<file path="src/rtl/regfile_param.sv">
// Parametrised register file: WIDTH-bit x DEPTH entries, two combinational
// read ports, one write port, optional hardwired zero register, optional
// same-cycle write-to-read forwarding, and a one-entry-per-cycle clear sweep
// started by a synchronous reset.
//
//   state | meaning
//   ------+---------------------------------------------------------------
//   IDLE  | normal operation, external writes accepted
//   CLEAR | reset sweep, clr_idx walks 0..DEPTH-1 writing zeros; Busy=1

module regfile_param #(
   parameter int WIDTH    = 64,
   parameter int DEPTH    = 32,
   parameter int AW       = $clog2(DEPTH),
   parameter int ZERO_REG = 31,
   parameter bit BYPASS   = 1'b1
) (
   input  logic             Clk,
   input  logic             Reset,
   input  logic [AW-1:0]    RA,
   input  logic [AW-1:0]    RB,
   input  logic [AW-1:0]    RW,
   input  logic [WIDTH-1:0] BusW,
   input  logic             RegWr,
   output logic [WIDTH-1:0] BusA,
   output logic [WIDTH-1:0] BusB,
   output logic             Busy
);

   typedef enum logic {IDLE, CLEAR} state_t;

   localparam logic [AW-1:0] LAST_IDX = AW'(DEPTH - 1);

   state_t           state, state_nxt;
   logic [AW-1:0]    clr_idx, clr_idx_nxt;
   logic             busy_nxt;

   logic [WIDTH-1:0] mem [DEPTH];

   logic             sweep_wr;
   logic             ext_wr;
   logic             wr_en;
   logic [AW-1:0]    wr_addr;
   logic [WIDTH-1:0] wr_data;

   // An address is backed by storage when it is in range and not the zero
   // register; a ZERO_REG at or beyond DEPTH therefore never matches.
   function automatic logic addr_live(input logic [AW-1:0] addr);
      return (32'(addr) < 32'(DEPTH)) && (32'(addr) != 32'(ZERO_REG));
   endfunction

   function automatic logic [WIDTH-1:0] read_port(input logic [AW-1:0] addr);
      logic [WIDTH-1:0] data;
      data = '0;
      if (!Busy && addr_live(addr)) begin
         if (BYPASS && RegWr && (RW == addr))
            data = BusW;
         else
            data = mem[addr];
      end
      return data;
   endfunction

   // State, sweep counter and registered Busy; reset restarts the sweep.
   always_ff @(posedge Clk) begin
      if (Reset) begin
         state   <= CLEAR;
         clr_idx <= '0;
         Busy    <= 1'b1;
      end else begin
         state   <= state_nxt;
         clr_idx <= clr_idx_nxt;
         Busy    <= busy_nxt;
      end
   end

   // Next-state logic: walk the sweep counter, leave CLEAR after the last entry.
   always_comb begin
      state_nxt   = state;
      clr_idx_nxt = clr_idx;
      busy_nxt    = Busy;
      case (state)
         IDLE: begin
            busy_nxt = 1'b0;
         end
         CLEAR: begin
            busy_nxt = 1'b1;
            if (clr_idx == LAST_IDX) begin
               state_nxt   = IDLE;
               clr_idx_nxt = '0;
               busy_nxt    = 1'b0;
            end else begin
               clr_idx_nxt = clr_idx + 1'b1;
            end
         end
         default: begin
            state_nxt   = CLEAR;
            clr_idx_nxt = '0;
            busy_nxt    = 1'b1;
         end
      endcase
   end

   // Single write port shared between the clear sweep and external writes;
   // external writes are refused whenever Busy is up, including the sweep's
   // final cycle and a reset edge.
   always_comb begin
      sweep_wr = (state == CLEAR) && !Reset;
      ext_wr   = !Busy && !Reset && RegWr && addr_live(RW);
      wr_en    = sweep_wr || ext_wr;
      wr_addr  = sweep_wr ? clr_idx : RW;
      wr_data  = sweep_wr ? '0 : BusW;
   end

   // Storage array, no reset: contents are defined by the clear sweep.
   always_ff @(posedge Clk) begin
      if (wr_en)
         mem[wr_addr] <= wr_data;
   end

   // Read port A.
   always_comb begin
      BusA = read_port(RA);
   end

   // Read port B.
   always_comb begin
      BusB = read_port(RB);
   end

endmodule

</file>
<file path="config.mk">
export PLATFORM = sky130hd
export DESIGN_NAME = regfile_param
export DESIGN_NICKNAME = d
export VERILOG_FILES = /design/src/rtl/regfile_param.sv
export SDC_FILE = /design/constraint.sdc
export NUM_CORES = 2
export LEC_CHECK = 0
export BUFFER_PORTS_ARGS = -buffer_cell sky130_fd_sc_hd__buf_2
export CAP_MARGIN = 40
export CORE_MARGIN = 10
export CORE_UTILIZATION = 50
export CTS_CLUSTER_SIZE = 24
export DETAILED_ROUTE_END_ITERATION = 8
export PLACE_DENSITY_LB_ADDON = 0.08
export SLEW_MARGIN = 0
export SYNTH_ARGS = -nofsm -noshare
export SYNTH_HDL_FRONTEND = slang
export SYNTH_SLANG_ARGS = --single-unit
</file>
<file path="constraint.sdc">
create_clock -name Clk -period 6.95 [get_ports Clk]
set_clock_uncertainty 0.05 [all_clocks]
set_input_delay 0.695 -clock Clk [delete_from_list [all_inputs] [get_ports Clk]]
set_output_delay 0.695 -clock Clk [all_outputs]
set_load 0.02 [all_outputs]
</file>
-- Yosys cells after proc, flatten, opt, wreduce, memory -nomap -nowiden
Memories as Yosys holds them, arrays and structs flattened.
Index checks and enable logic that the tools add are counted.
- multipliers: 0
- reductions and logical operators: 11
- mux-type cells: 12
- div/mod/pow operators: 0
- eq/ne operators: 6
- bitwise gates (word level): 1
- $lt $le $gt $ge: 0
- $add $sub $neg: 1
- shifts and indexed selects: 0
- operators with widths (kind ; number):
    $mux W64 ; 5
    $ne A5 B5 Y1 const B ; 3
    $eq A5 B5 Y1 ; 2
    $mux W5 ; 2
    $logic_and A1 B1 Y1 ; 8
    $add A5 B1 Y5 const B ; 1
    $eq A5 B5 Y1 const B ; 1
    $mux W1 ; 4
    $logic_not A1 Y1 ; 2
    $pmux W1 S2 ; 1
    $logic_or A1 B1 Y1 ; 1
    $not A1 Y1 ; 1
- memory bits (read-only): 0
- bits in writable memories: 2048
- logic and storage cells: 35
- memories: 1
- flip-flop bits (word level): 7
- bits in latches: 0
- memories (memory ; depth ; bits a word ; rd ports ; clocked after Yosys merged registers in ; wr ports ; RTL line ; text):
    mem ; 32 ; 64 ; 2 ; 0 ; 1 ; 38 ; logic [WIDTH-1:0] mem [DEPTH];

-- Logic depth before layout (Yosys ltp)
- depth in word-level cells: 7
- mapped depth: 10

-- Least setup slack after synthesis
No wires, ideal clock.
- kind: input to register
- start point: input Reset
- end point: memory mem[19][0], enable pin
- setup time: 0.487 ns
- path buffers: 1
- stages on the path: 5
- arrival time: 4.192 ns
- slack: 2.221 ns
- path through: nand2b_1 clkbuf_1 mux2i_1 nand2_1 nor2_1
- word-level cells in the longest chain between the ends: 7
- ends and longest elaborated chain (item ; RTL line ; text):
    start, declared ; 19 ; input logic Reset,
    $logic_not A1 Y1 * ; 108, 109 ;
    $logic_and A1 B1 Y1 (3 in a row) ; 109 ; ext_wr = !Busy && !Reset && RegWr && addr_live(RW);
    $logic_or A1 B1 Y1 ; 110 ; wr_en = sweep_wr || ext_wr;
    $mux W1 ; 117 ; if (wr_en)
    $mux W1 (not written as such) ; 118 ; mem[wr_addr] <= wr_data;
    end, declared ; 38 ;
Mark *: on every way between the ends. The rest lies on a longest branch, timed or not.

-- Worst setup path in the final report
- start point: input RA[0]
- end point: output BusA[59]
- word-level cells in the longest chain between the ends: 4
- ends and longest elaborated chain (item ; RTL line ; text):
    start, declared ; 20 ; input logic [AW-1:0] RA,
    parallel branches: the longest is 3 deep, another holds $mem_v2 Z32 W64 ; -- ;
    $mux W64 * ; 55 ; if (!Busy && addr_live(addr)) begin
    end, declared ; 25 ; output logic [WIDTH-1:0] BusA,
Mark *: on every way between the ends.

==> results.md <==
* Outcome: finished clean
* Row count at 160
* Layout cells sized above 1 at 31.86%
* Start of the worst register-to-register path: Busy
* Setup crit start kind: input pin
* WP data arrival at 4.01 ns
* Hold EP: clr_idx[1]
* Power Total at 27.31 mW
* Place WS at 2.206 ns
* RSZ-0062 raised after global routing: false
* Hold Crit Depth at 2
* CTS Buf Count at 215
* WL final at 313300 um
* Initial Utilization at 50.34%
* Cell taking the most area after synthesis: edfxtp_1
* Sum of negative setup slack at 0 ns
* DRC Markers at 0
* PwrDens at 251.6 mW/mm2
* DRT Pass-1 Iters at 6
* Final nets at 5249
* Die footprint at 0.2096 mm2
* Clock root buffer: clkbuf_16
* Maximum VDD drop at 0.2086 mV
* Ys Warns at 0
* Clock sink count at 2054
* Data required time at the worst endpoint at 6.20 ns
* IO Pins at 211
* Vias in the first global route at 57840
* Most common cell on crit path: buf_4
* Fillers at 14108
* Final hold vios at 0
* Core area at 0.1904 mm2
* Register-to-register setup slack at 2.92 ns
* Area contributors post-synth: edfxtp_1 64%, mux4_2 18%, mux2i_1 5.3%, mux2_2 1.5%, a32o_1 1.3%
* Highest clock rate at 0.2103 GHz
* Sequential area share after synthesis at 64.30%
* TritonCTS clock tree: yes
* Largest net degree at the start of global routing at 111
* Die extent in x at 457.8 um
* Vias per std cell at 7.194
* Grt ovf at 0
* HP Start: Reset
* Synth cell types at 56
* GRT Resource Usage Total at 29.38%
* DR vias at 56549
* Routed Antenna Nets at 0
* Die height at 457.8 um
* # resized after CTS at 0
* Hold-fix buffers, CTS at 0
* Number of synthesized flops with an enable pin at 2048
* Mapped Nets at 5020
* Final Wtd Congestion at 0.8045
* MaxCap Viol Count at 0
* CP peak stage delay at 0.57 ns
* Slew Viols, Final at 0
* CP Class: in -> out
* Slew margin rel. at 30.65%
* # Post-CTS Setup Buffers at 0
* Synth top area share at 64.17%
* Critical path, cell by cell: buf_8 > buf_4 > buf_4 > mux4_2 > a22o_1 > a2111o_1 > a32o_1 > buf_2
* Mean Syn Cell Area at 19.42 um2
* # setup viols final at 0
* Crit. End Element: output pin
* DPL Wire Length at 174000 um
* RR Endpoint: mem[20][59]
* Max Fanout on Critical Path at 37
* Worst-Margin Slew at 1.040 ns
* Cells after Synth at 4936
* Tmin final at 4.755 ns
* HP Class: in -> reg
* Worst Slack Setup Final at 2.195 ns
* Pleak at 35.68 nW
* Fin util at 57.02%
* R2R depth at 7
* # port buffers at 210
* Global-route wire length before repair at 439000 um
* H-tree depth at 4
* CTS clk-pin slew, worst paths at 0.06 ns
* Post-synth ARST share at 0%
* Yosys reg bits at 2054
* Fin crit share at 68.42%
* Initial antenna violation count at 8
* Top_reg_cell synth: edfxtp_1
* First-iteration detailed-routing DRC count at 7260
* Synth Cell Area at 0.09583 mm2
* Worst skew pair latency at 0.86 ns
* CTS Buffer Depth at 3
* Area growth from synthesis to layout at 13.28%
* Critical-path top delay cell: mux4_2
* Routed wire per std cell at 39.86 um
-- synth_stat cells, drive strengths merged (5+ instances only) --
cell	count
nor2b	5
nand2b	5
inv	8
o221ai	123
a2111o	62
a221o	121
a22oi	70
mux4	771
dfxtp	6
mux2i	511
nand4	71
a22o	62
mux2	125
and2	65
o22a	69
o22ai	63
a32o	128
edfxtp	2048
clkbuf	233
nor2	45
xor2	6
buf	205
nand2	83
-- kinds of logic after synthesis --
logic type / share of synthesized area, %
adder cells (fa/ha/maj): 0.02611
XOR/XNOR: 0.09139
buffers and inverters: 2.247
multiplexers: 24.92
flip-flops: 64.30
AND/OR/NAND/NOR: 1.636
AO/OA/AOI/OAI: 6.777
-- through the flow --
| stage | std cells | area, um2 | hold slack [ns] |
|---|---|---|---|
| floorplan | 4936 | 95830 | 0.4547 |
| global placement | 7368 | 100000 | 0.5096 |
| detailed placement | 7458 | 101700 | 0.5129 |
| CTS | 7852 | 108500 | 0.06642 |
| global route | 7855 | 108500 | 0.1215 |
| finish | 7861 | 108600 | 0.1334 |
-- layout make-up --
cell class / count / area, um2 / area share [%]
Sequential cell: 2054 / 61620 / 56.76
Timing Repair Buffer: 450 / 4499 / 4.144
Multi-Input combinational cell: 2436 / 32410 / 29.86
Tap cell: 2511 / 3142 / 2.894
Clock buffer: 263 / 5624 / 5.181
Antenna cell: 8 / 20.02 / 0.01844
Clock inverter: 131 / 1201 / 1.106
Inverter: 8 / 42.54 / 0.03919
-- report_power, final --
group          total (mW)  internal (mW)  leakage (nW)  switching, mW
combinational        2.25          0.907          13.5           1.35
sequential           13.8           13.7          18.8         0.0407
clock                11.3           6.40          3.35           4.87
total                27.3           21.1          35.7           6.26
-- state kept, by name, summed over array words and instances (netlist names) --
signal   count
clr_idx      5
Busy         1
mem       2048
-- cell usage in the layout (no fill, tap or decap), drive strengths merged, types with 3 or more instances in the layout --
cell type	netlist	final
clkinv	0	104
a31o	4	4
nand3b	3	3
nand2b	5	5
buf	205	448
nand2	83	83
bufinv	0	18
a22oi	70	70
diode	0	8
o22ai	63	63
xor2	6	6
a31oi	3	3
nand3	3	3
edfxtp	2048	2048
mux2i	511	511
mux2	125	125
nand4	71	71
nor2b	5	5
nor2	45	45
o21ai	3	3
clkbuf	233	265
and2	65	65
o221ai	123	123
a22o	62	62
mux4	771	771
a221o	121	121
inv	8	14
o22a	69	69
xnor2	4	4
dfxtp	6	6
clkinvlp	0	3
a21oi	4	4
and3	4	4
a32o	128	128
a2111o	62	62
-- critical path, delay by kind of cell --
kind            cells  cell delay [ns]
compound gates      3             0.97
buf+inv             4             1.64
mux                 1             0.57
-- worst max-delay path by stage --
stage,start,to,slack [ns],depth (start not counted)
2_1_floorplan,Reset,mem[19][0],2.22,5
3_3_place_gp,RA[1],BusA[57],2.12,7
3_5_place_dp,RA[0],BusA[59],2.21,8
4_1_cts,RA[0],BusA[59],2.21,8
5_1_grt,RA[0],BusA[62],2.06,8
6_report,RA[0],BusA[59],2.20,8
-- metal layers --
metal,GRT usage (%),wire length (um)
met4,12.68,14710
met5,0,13
met3,5.736,29480
met2,47.26,149300
met1,39.20,119800
(Power assumes the default switching activity.)
